$ cat src/rtl/cam_transaction_monitor_pkg.sv
// Shared types for the CAM transaction monitor: record layout and field widths.
package cam_mon_types;

  localparam int KEY_W  = 16;
  localparam int VAL_W  = 16;
  localparam int TIME_W = 32;

  typedef enum logic [1:0] {
    TR_RESET = 2'd0,
    TR_WRITE = 2'd1,
    TR_READ  = 2'd2
  } tr_type_e;

  typedef struct packed {
    tr_type_e          tr_type;
    logic [KEY_W-1:0]  key;
    logic [VAL_W-1:0]  wdata;
    logic [VAL_W-1:0]  rdata;
    logic              valid_o;
    logic              hz_ww;
    logic              hz_wr;
    logic [TIME_W-1:0] ltime;
  } trans_t;

endpackage

$ cat src/rtl/cam_transaction_monitor_if.sv
// Observed CAM handshake plus the downstream record stream of the monitor.
interface cam_transaction_monitor_if;
  import cam_mon_types::*;

  logic              dut_rst_i;
  logic              valid_i;
  logic              rw_n_i;
  logic [KEY_W-1:0]  key_i;
  logic [VAL_W-1:0]  val_i;
  logic              valid_o_obs;
  logic [VAL_W-1:0]  val_o_obs;
  logic              tr_valid;
  logic              tr_ready;
  trans_t            tr_data;
  logic              overflow;
  logic [15:0]       drop_cnt;
  logic [TIME_W-1:0] ltime_o;

  // master is the monitor: it observes the CAM and produces records.
  modport master (
    input  dut_rst_i, valid_i, rw_n_i, key_i, val_i, valid_o_obs, val_o_obs, tr_ready,
    output tr_valid, tr_data, overflow, drop_cnt, ltime_o
  );

  modport slave (
    output dut_rst_i, valid_i, rw_n_i, key_i, val_i, valid_o_obs, val_o_obs, tr_ready,
    input  tr_valid, tr_data, overflow, drop_cnt, ltime_o
  );

endinterface

$ cat src/rtl/cam_transaction_monitor_fifo.sv
// Generic trans_t FIFO with wrap-bit pointers; a push into a full FIFO is accepted only alongside a pop.
module cam_mon_fifo
  import cam_mon_types::*;
#(
  parameter int DEPTH = 8
) (
  input  logic   clk,
  input  logic   rst,
  input  logic   push,
  input  logic   pop,
  input  trans_t din,
  output trans_t dout,
  output logic   full,
  output logic   empty
);

  localparam int AW = $clog2(DEPTH);

  logic [AW:0] wr_ptr;
  logic [AW:0] rd_ptr;
  trans_t      mem [DEPTH];
  logic        do_push;
  logic        do_pop;

  assign empty   = (wr_ptr == rd_ptr);
  assign full    = (wr_ptr[AW] != rd_ptr[AW]) && (wr_ptr[AW-1:0] == rd_ptr[AW-1:0]);
  assign do_pop  = pop && !empty;
  assign do_push = push && (!full || do_pop);
  assign dout    = empty ? '0 : mem[rd_ptr[AW-1:0]];

  always_ff @(posedge clk) begin
    if (rst) begin
      wr_ptr <= '0;
      rd_ptr <= '0;
    end else begin
      if (do_push) wr_ptr <= wr_ptr + 1'b1;
      if (do_pop)  rd_ptr <= rd_ptr + 1'b1;
    end
  end

  // NOTE: storage is not reset; empty pointers gate dout, so stale entries are never visible.
  always_ff @(posedge clk) begin
    if (do_push) mem[wr_ptr[AW-1:0]] <= din;
  end

endmodule

$ cat src/rtl/cam_transaction_monitor.sv
// Passive CAM monitor: turns observed reads/writes/DUT resets into timestamped records in a FIFO.
// Define CAM_MON_HAZARD_EN to compute write-write / write-read hazard flags from the last record.
module cam_transaction_monitor
  import cam_mon_types::*;
#(
  parameter int DEPTH = 8
) (
  input logic                       clk,
  input logic                       rst,
  cam_transaction_monitor_if.master bus
);

  logic [TIME_W-1:0] ltime;
  logic              dut_rst_q;
  logic              rec_valid;
  trans_t            rec;
  logic              full;
  logic              empty;
  logic              pop;
  logic              drop;

`ifdef CAM_MON_HAZARD_EN
  logic              hist_valid;
  tr_type_e          hist_type;
  logic [KEY_W-1:0]  hist_key;
  logic [VAL_W-1:0]  hist_wdata;
  logic [TIME_W-1:0] hist_ltime;
  logic              hist_adjacent;

  // A hazard needs the previous record to be a write, one cycle earlier, on the same key.
  assign hist_adjacent = hist_valid && (hist_type == TR_WRITE) &&
                         (hist_ltime + TIME_W'(1) == ltime) && (hist_key == bus.key_i);
`endif

  // NOTE: every output of this block gets a default first, so no path can infer a latch.
  always_comb begin
    rec_valid = 1'b0;
    rec       = '0;
    rec.ltime = ltime;
    if (bus.dut_rst_i) begin
      if (!dut_rst_q) begin
        rec_valid   = 1'b1;
        rec.tr_type = TR_RESET;
      end
    end else if (bus.valid_i) begin
      rec_valid = 1'b1;
      rec.key   = bus.key_i;
      if (bus.rw_n_i) begin
        rec.tr_type = TR_READ;
        rec.rdata   = bus.val_o_obs;
        rec.valid_o = bus.valid_o_obs;
      end else begin
        rec.tr_type = TR_WRITE;
        rec.wdata   = bus.val_i;
      end
    end
`ifdef CAM_MON_HAZARD_EN
    if (rec_valid && hist_adjacent) begin
      rec.hz_wr = (rec.tr_type == TR_READ);
      rec.hz_ww = (rec.tr_type == TR_WRITE) && (rec.wdata != hist_wdata);
    end
`endif
  end

  assign pop  = bus.tr_ready && !empty;
  assign drop = rec_valid && full && !pop;

  always_ff @(posedge clk) begin
    if (rst) begin
      ltime        <= '0;
      dut_rst_q    <= 1'b0;
      bus.overflow <= 1'b0;
      bus.drop_cnt <= '0;
    end else begin
      ltime     <= ltime + TIME_W'(1);
      dut_rst_q <= bus.dut_rst_i;
      if (drop) begin
        bus.overflow <= 1'b1;
        if (bus.drop_cnt != 16'hFFFF) bus.drop_cnt <= bus.drop_cnt + 16'd1;
      end
    end
  end

`ifdef CAM_MON_HAZARD_EN
  // History follows every captured record, including dropped ones; a DUT reset forgets it.
  always_ff @(posedge clk) begin
    if (rst) begin
      hist_valid <= 1'b0;
      hist_type  <= TR_RESET;
      hist_key   <= '0;
      hist_wdata <= '0;
      hist_ltime <= '0;
    end else if (rec_valid) begin
      hist_valid <= (rec.tr_type != TR_RESET);
      hist_type  <= rec.tr_type;
      hist_key   <= rec.key;
      hist_wdata <= rec.wdata;
      hist_ltime <= rec.ltime;
    end
  end
`endif

  cam_mon_fifo #(.DEPTH(DEPTH)) u_fifo (
    .clk   (clk),
    .rst   (rst),
    .push  (rec_valid),
    .pop   (pop),
    .din   (rec),
    .dout  (bus.tr_data),
    .full  (full),
    .empty (empty)
  );

  assign bus.tr_valid = !empty;
  assign bus.ltime_o  = ltime;

endmodule
$ cat src/flat_wrapper.sv
// flat-port wrapper written by rule: the top's interface ports become plain ports
module cam_transaction_monitor_flat import cam_mon_types::*;
#(
  parameter int DEPTH = 8
)
  (clk, rst, bus_dut_rst_i, bus_valid_i, bus_rw_n_i, bus_key_i, bus_val_i, bus_valid_o_obs, bus_val_o_obs, bus_tr_ready, bus_tr_valid, bus_tr_data, bus_overflow, bus_drop_cnt, bus_ltime_o);
  cam_transaction_monitor_if bus_i ();
  input logic clk;
  input logic rst;
  input wire logic [$bits(bus_i.dut_rst_i)-1:0] bus_dut_rst_i;
  input wire logic [$bits(bus_i.valid_i)-1:0] bus_valid_i;
  input wire logic [$bits(bus_i.rw_n_i)-1:0] bus_rw_n_i;
  input wire logic [$bits(bus_i.key_i)-1:0] bus_key_i;
  input wire logic [$bits(bus_i.val_i)-1:0] bus_val_i;
  input wire logic [$bits(bus_i.valid_o_obs)-1:0] bus_valid_o_obs;
  input wire logic [$bits(bus_i.val_o_obs)-1:0] bus_val_o_obs;
  input wire logic [$bits(bus_i.tr_ready)-1:0] bus_tr_ready;
  output wire logic [$bits(bus_i.tr_valid)-1:0] bus_tr_valid;
  output wire logic [$bits(bus_i.tr_data)-1:0] bus_tr_data;
  output wire logic [$bits(bus_i.overflow)-1:0] bus_overflow;
  output wire logic [$bits(bus_i.drop_cnt)-1:0] bus_drop_cnt;
  output wire logic [$bits(bus_i.ltime_o)-1:0] bus_ltime_o;
  assign bus_i.dut_rst_i = bus_dut_rst_i;
  assign bus_i.valid_i = bus_valid_i;
  assign bus_i.rw_n_i = bus_rw_n_i;
  assign bus_i.key_i = bus_key_i;
  assign bus_i.val_i = bus_val_i;
  assign bus_i.valid_o_obs = bus_valid_o_obs;
  assign bus_i.val_o_obs = bus_val_o_obs;
  assign bus_i.tr_ready = bus_tr_ready;
  assign bus_tr_valid = bus_i.tr_valid;
  assign bus_tr_data = bus_i.tr_data;
  assign bus_overflow = bus_i.overflow;
  assign bus_drop_cnt = bus_i.drop_cnt;
  assign bus_ltime_o = bus_i.ltime_o;
  cam_transaction_monitor #(.DEPTH(DEPTH)) u_core (.clk(clk), .rst(rst), .bus(bus_i));
endmodule
$ cat config.mk
export PLATFORM = sky130hd
export DESIGN_NAME = cam_transaction_monitor_flat
export DESIGN_NICKNAME = d
export VERILOG_FILES = /design/src/rtl/cam_transaction_monitor_pkg.sv /design/src/rtl/cam_transaction_monitor_if.sv /design/src/rtl/cam_transaction_monitor_fifo.sv /design/src/rtl/cam_transaction_monitor.sv /design/src/flat_wrapper.sv
export SDC_FILE = /design/constraint.sdc
export NUM_CORES = 1
export LEC_CHECK = 0
export CAP_MARGIN = 10
export CORE_MARGIN = 3
export CORE_UTILIZATION = 52
export CTS_CLUSTER_SIZE = 16
export DETAILED_ROUTE_END_ITERATION = 8
export PLACE_DENSITY = 0.83
export SYNTH_ARGS = -nofsm -noshare
export SYNTH_HDL_FRONTEND = slang
export SYNTH_SLANG_ARGS = --single-unit
export TNS_END_PERCENT = 50
$ cat constraint.sdc
create_clock -name clk -period 33.3 [get_ports clk]
set_input_delay 4.995 -clock clk [delete_from_list [all_inputs] [get_ports clk]]
set_output_delay 4.995 -clock clk [all_outputs]
set_load 0.005 [all_outputs]
==> results of run 1 <==
power groups by stage:
stage	registers, W	clock network (W)	logic (W)
after CTS	0.00104	0.000832	0.000394
after global placement	0.00106	0	0.000385
final	0.00104	0.000820	0.000386
after floorplan	0.00105	0	0.000241
after global routing	0.00104	0.000870	0.000417
after detailed placement	0.00106	0	0.000390
area by class of cell:
| class | instances | area (um^2) |
|---|---|---|
| clock inverter | 37 | 337.8 |
| fill | 3607 | 20680 |
| timing repair buffer | 216 | 2085 |
| sequential | 725 | 21170 |
| tap | 696 | 870.8 |
| inverter | 8 | 30.03 |
| clock buffer | 98 | 2090 |
| multi-input combinational | 640 | 6872 |
critical path: cells and delay by family (launching register included):
family / cells / cell delay [ns]
AND/OR/NAND/NOR: 1 / 0.10
multiplexers: 2 / 0.76
buffers and inverters: 3 / 2.16
flip-flops: 1 / 0.75
per-stage QoR:
stage | setup slack (ns) | hold slack, ns | std cells
after global placement | 24.35 | 0.4623 | 2285
final | 23.85 | 0.5005 | 2420
after global routing | 23.41 | 0.5066 | 2420
after CTS | 23.66 | 0.4998 | 2420
after floorplan | 18.68 | 0.4650 | 1484
after detailed placement | 24.32 | 0.4783 | 2285
cell usage in the layout, fill, tap and decap left out, drive strengths merged, types with 27 or more instances in the layout:
cell,instances
mux4,166
nor2,129
and2,37
dfxtp,61
edfxtp,664
clkdlybuf4s50,186
buf,30
clkbuf,98
nand2,27
mux2i,86
clkinv,27
flip-flops by register name (all words and copies together), names as in the netlist, named ones only:
| signal | count |
|---|---|
| u_core.bus.ltime_o | 32 |
| u_core.bus.drop_cnt | 16 |
| u_core.u_fifo.wr_ptr | 4 |
| u_core.u_fifo.mem | 664 |
| u_core.dut_rst_q | 1 |
| u_core.u_fifo.rd_ptr | 4 |
| u_core.bus.overflow | 1 |
per-layer routing:
metal / wire (um) / GRT usage (%) / vias to the layer above
met4: 1565 / 7.741 / 0
met5: 0 / 0 / -
met2: 31140 / 35.60 / 661
met3: 5335 / 5.299 / 104
met1: 25350 / 30.51 / 7578
li1: - / - / 6259
cells by family after synthesis:
| group | after synthesis |
|---|---|
| flip-flops | 725 |
| AO/OA/AOI/OAI | 41 |
| XOR/XNOR | 34 |
| buffers and inverters | 119 |
| adder cells (fa/ha/maj) | 4 |
| other | 1 |
| multiplexers | 253 |
| AND/OR/NAND/NOR | 306 |
path summary, 6_finish.rpt:
check,startpoint,end,cells past startpoint
setup / recovery,flip-flop,bus_tr_data[71],6
hold / removal,u_core.bus.overflow,u_core.bus.overflow,2
setup reg to reg,u_core.u_fifo.wr_ptr[1],u_core.u_fifo.mem[3][64],7
hold reg to reg,u_core.bus.overflow,u_core.bus.overflow,2
==> reports/metrics.yaml, run 1 <==
place_area_um2: 31030
fp.dieW_um: 240.5
worstMarginPinSlew_ns: 1.183
clock_path_buffers: 3
ant_nets: 0
ys_seq_area_share_pct: 74.02
status: "finished, final reports clean"
crit_chain: "buf_4, buf_4, mux4_2, mux2i_1, nor2_1, clkdlybuf4s50_1"
grt_max_degree: 69
clockPowerShare_pct: 36.5
endpoint_kind: "output port"
post_cts_resized: 0
hold_class: "flip-flop to flip-flop"
p_int_w: 0.001712
final_area_um2: 33460
core-area_um2: 54130
synth_seq_cells: 725
seqPwrFrac_pct: 46.3
dieArea_um2: 57830
synth_ff_type: "edfxtp_1"
synth.area.top_cells: "edfxtp_1, mux4_2, dfxtp_1, mux2i_1, nor2_1"
synth_cells: 1483
antenna_found_initial: 0
synth_mux_area_share_pct: 16.13
yosys.area_share.simple_pct: 5.589
synth_commonest_cells: "edfxtp_1, mux4_2, nor2_1, mux2i_1, dfxtp_1"
ctsRootBufferMaster: "clkbuf_16"
htree_num_levels: 3
clk_latency_ns: 0.61
grt_first_pass_wirelength_mm: 95.53
synth.most_common_cell: "edfxtp_1"
place_congestion: 0.7818
p_sw_share_pct: 23.84
synth_edf_count: 664
worst_setup_path_start_kind: "flip-flop"
fp.dieH_um: 240.5
grt_pass1_vias: 15330
first_pass_iters: 4
area_growth_pct: 17.02
critPathSlowestCell: "buf_4"
port_buffers: 187
relSlewSlack_pct: 20.95
finalMaxSlewViolations: 0
drt_wl_total_mm: 63.39
initial_core_util_pct: 52.81
synth_top_family_by_area: "multiplexers"
crit_fanout: 52
cts_tree: "yes"
power.leakage_nw: 10.46
arrival_ns: 4.46
drive_gt1_share_pct: 19.26
post-route-min-period_ns: 9.451
avgSynthCellArea_um2: 19.28
slowest_delay_ns: 0.89
finalPower_w: 0.002248
ys_warn_count: 0
cts_num_sinks: 725
avgViaCountPerCell: 6.034
numCtsBuffers: 74
path_class: "flip-flop to output port"
totalNegativeSetupSlack_ns: 0
cap_violations: 0
clock.fmax_ghz: 0.1058
cts_setup_buffers: 0
wl_per_cell_um: 26.20
setup_viol: 0
pwr-share-comb_pct: 17.2
peakVddDrop_mv: 0.03858
clock_skew_ns: 0.02685
hpwl_mm: 33.84
crit_top_cell: "buf_4"
synth_compound_area_share_pct: 0.8403
grt_usage_pct: 22.29
drt_iter0_drc: 1223
ios: 190
synth_xor_area_share_pct: 1.042
synth_top_area_share_pct: 69.74
drc: 0
rows: 85
rsz0062_at_grt: "false"
critical_path_required_ns: 28.30
p_switching_w: 0.0005359
cts_hold_buffers: 0
powerDensity_nw_per_um2: 67.20
ff2ff_setup_slack_ns: 29.40
clk_pin_slew_worst_paths_ns: 0.06
vias: 14600
final_util_pct: 61.80
diodes: 0
finalHoldViolations: 0
synth_area_leader_cell: "edfxtp_1"
yosys.area_share.adder_pct: 0.1751
async_reset_ff_share_pct: 0
grt-ovfl-total: 0
nets: 1724
synth.distinct_cells: 49
fin_crit_sh_pct: 28.38
synth_area_um2: 28590
Power figures use the tool's default switching activity.
==> run 2: changes to the inputs <==
PLACE_DENSITY = 0.85   (was 0.83)
clock period = 8.2 ns   (was 33.3 ns; I/O delays follow)
==> run 2 against run 1 <==
Net effect: final cell count shrank 0.41%; clock-buffer cell count shrank 4; sequential share of layout area grew 0.34 points; sequential power grew to 4.1 times the previous value; first-iteration DRC count grew 5.8%; wire length shrank 5.2%; register-to-register slack lost 25 ns.
==> reports/metrics.yaml, run 2 (same netlist as run 1, synthesis figures left out) <==
antenna_found_initial: 3  # was 0
drt_wl_total_mm: 60.10  # was 63.39 mm
clock_path_buffers: 3  # unchanged
hold_depth: 2  # unchanged
numCtsBuffers: 71  # was 74
ios: 190  # unchanged
ctsRootBufferMaster: "clkbuf_16"  # unchanged
cap_violations: 0  # unchanged
cp_top_family: "buffers and inverters"  # unchanged
first_pass_iters: 5  # was 4
hold_class: "flip-flop to flip-flop"  # unchanged
grt_max_degree: 103  # was 69
finalMaxSlewViolations: 0  # unchanged
area_growth_pct: 16.40  # was 17.02%
drive_gt1_share_pct: 18.62  # was 19.26%
worst_setup_path_start_kind: "flip-flop"  # unchanged
critPathSlowestCell: "dfxtp_4"  # was buf_4
core-area_um2: 54130  # unchanged
hpwl_mm: 32.71  # was 33.84 mm
powerDensity_nw_per_um2: 266.4  # was 67.20 nW/um^2
setup_viol: 0  # unchanged
post-route-min-period_ns: 4.998
place_congestion: 0.7959  # was 0.7818
largest_register_ff_count: 664  # unchanged
initial_core_util_pct: 52.81  # unchanged
nets: 1717  # was 1,724
nFillCells: 3692  # was 3,607
grt_pass1_vias: 15130  # was 15,330
wl_per_cell_um: 24.94  # was 26.20 um
grt-ovfl-total: 0  # unchanged
fin_crit_sh_pct: 60.95
vias: 14280  # was 14,600
crit_chain: "buf_4, mux4_2, mux2i_1, nor2_1, clkdlybuf4s50_1"  # was buf_4, buf_4, mux4_2, mux2i_1, nor2_1, clkdlybuf4s50_1
avgViaCountPerCell: 5.924  # was 6.034
relSlewSlack_pct: 26.87  # was 20.95%
critical_path_required_ns: 6.97  # was 28.30 ns
r2r_cells: 6  # was 7
post_cts_resized: 0  # unchanged
holdWs_ns: 0.4844  # was 0.5005 ns
register_area_um2: 21170  # unchanged
clk_pin_slew_worst_paths_ns: 0.06  # about the same
cts_setup_buffers: 0  # unchanged
arrival_ns: 3.77  # was 4.46 ns
mostFrequentLayoutCell: "edfxtp_1"  # unchanged
finalPower_w: 0.008866  # was 0.002248 W
grt_first_pass_wirelength_mm: 91.34  # was 95.53 mm
path_class: "flip-flop to output port"  # unchanged
fp.dieH_um: 240.5  # unchanged
port_buffers: 187  # unchanged
rsz0062_at_grt: "false"  # unchanged
peakVddDrop_mv: 0.1735  # was 0.03858 mV
endpoint_kind: "output port"  # unchanged
rows: 85  # unchanged
slowest_delay_ns: 0.89  # about the same
drt_iter0_drc: 1294  # was 1,223
worstMarginPinSlew_ns: 1.097  # was 1.183 ns
fp.dieW_um: 240.5  # unchanged
multi_input_area_um2: 6878  # was 6872 um^2
crit_buf_inv: 2  # was 3
ant_nets: 0  # unchanged
power.leakage_nw: 10.37  # was 10.46 nW
htree_num_levels: 3  # unchanged
grt_usage_pct: 21.26  # was 22.29%
layout_common_cells: "edfxtp_1, clkdlybuf4s50_1, mux4_2"  # unchanged
cp_num_cells: 5  # was 6
cts_num_sinks: 725  # unchanged
clock_skew_ns: 0.01054  # was 0.02685 ns
dieArea_um2: 57830  # unchanged
cts_hold_buffers: 0  # unchanged
clock.fmax_ghz: 0.2001
drc: 0  # unchanged
clk_latency_ns: 0.59  # was 0.61 ns
crit_fanout: 48  # was 52
status: "finished, final reports clean"  # unchanged
cts_tree: "yes"  # unchanged
finalHoldViolations: 0  # unchanged
## run 2: cell type report
| class | count | share of cell area [%] |
|---|---|---|
| Sequential cell | 725 | 63.62 |
| Antenna cell | 1 | 0.007520 |
| Clock buffer | 94 | 6.004 |
| Clock inverter | 34 | 0.7068 |
| Timing Repair Buffer | 212 | 6.286 |
| Tap cell | 696 | 2.617 |
| Inverter | 8 | 0.09024 |
| Multi-Input combinational cell | 640 | 20.67 |
## run 2: per-stage QoR
step                area, um^2  setup WS, ns  TNS, ns  instances  utilization (%)
floorplan                28600        -2.651  -673.97       1484                -
global placement         31020         3.751        0       2280            57.31
detailed placement       31020         3.709        0       2280            57.31
CTS                      33260         3.070        0       2408            61.43
global route             33280         2.833        0       2409            61.47
finish                   33280         3.202        0       2410            61.47
## run 2: where the power goes
group	switching [W]	internal, W	leakage [nW]
registers	0.000102	0.00414	6.63
logic	0.000702	0.000829	2.64
clock network	0.00128	0.00181	1.10
total	0.00209	0.00678	10.4
## run 2: layer usage
| metal | track usage (%) | vias up | wire length, um |
|---|---|---|---|
| met4 | 5.501 | 4 | 1175 |
| met2 | 35.58 | 504 | 30400 |
| met3 | 4.944 | 87 | 4213 |
| met5 | 0 | - | 27 |
| met1 | 28.51 | 7451 | 24280 |
| li1 | - | 6230 | - |
## run 2: final timing paths
path / startpoint / end / slack [ns]
min reg2reg: u_core.bus.overflow / u_core.bus.overflow / 0.48
min: u_core.bus.overflow / u_core.bus.overflow / 0.48
max reg2reg: u_core.u_fifo.wr_ptr[0] / u_core.u_fifo.mem[4][71] / 4.87
max: flip-flop / bus_tr_data[56] / 3.20
## run 2: worst register-to-register path: stages (launching register included)
cell	delay, ns
dfxtp_1	0.63
xor2_1	0.42
nor3_4	0.16
a21oi_1	0.45
nand2_1	0.25
nor3_2	0.19
buf_4	0.76
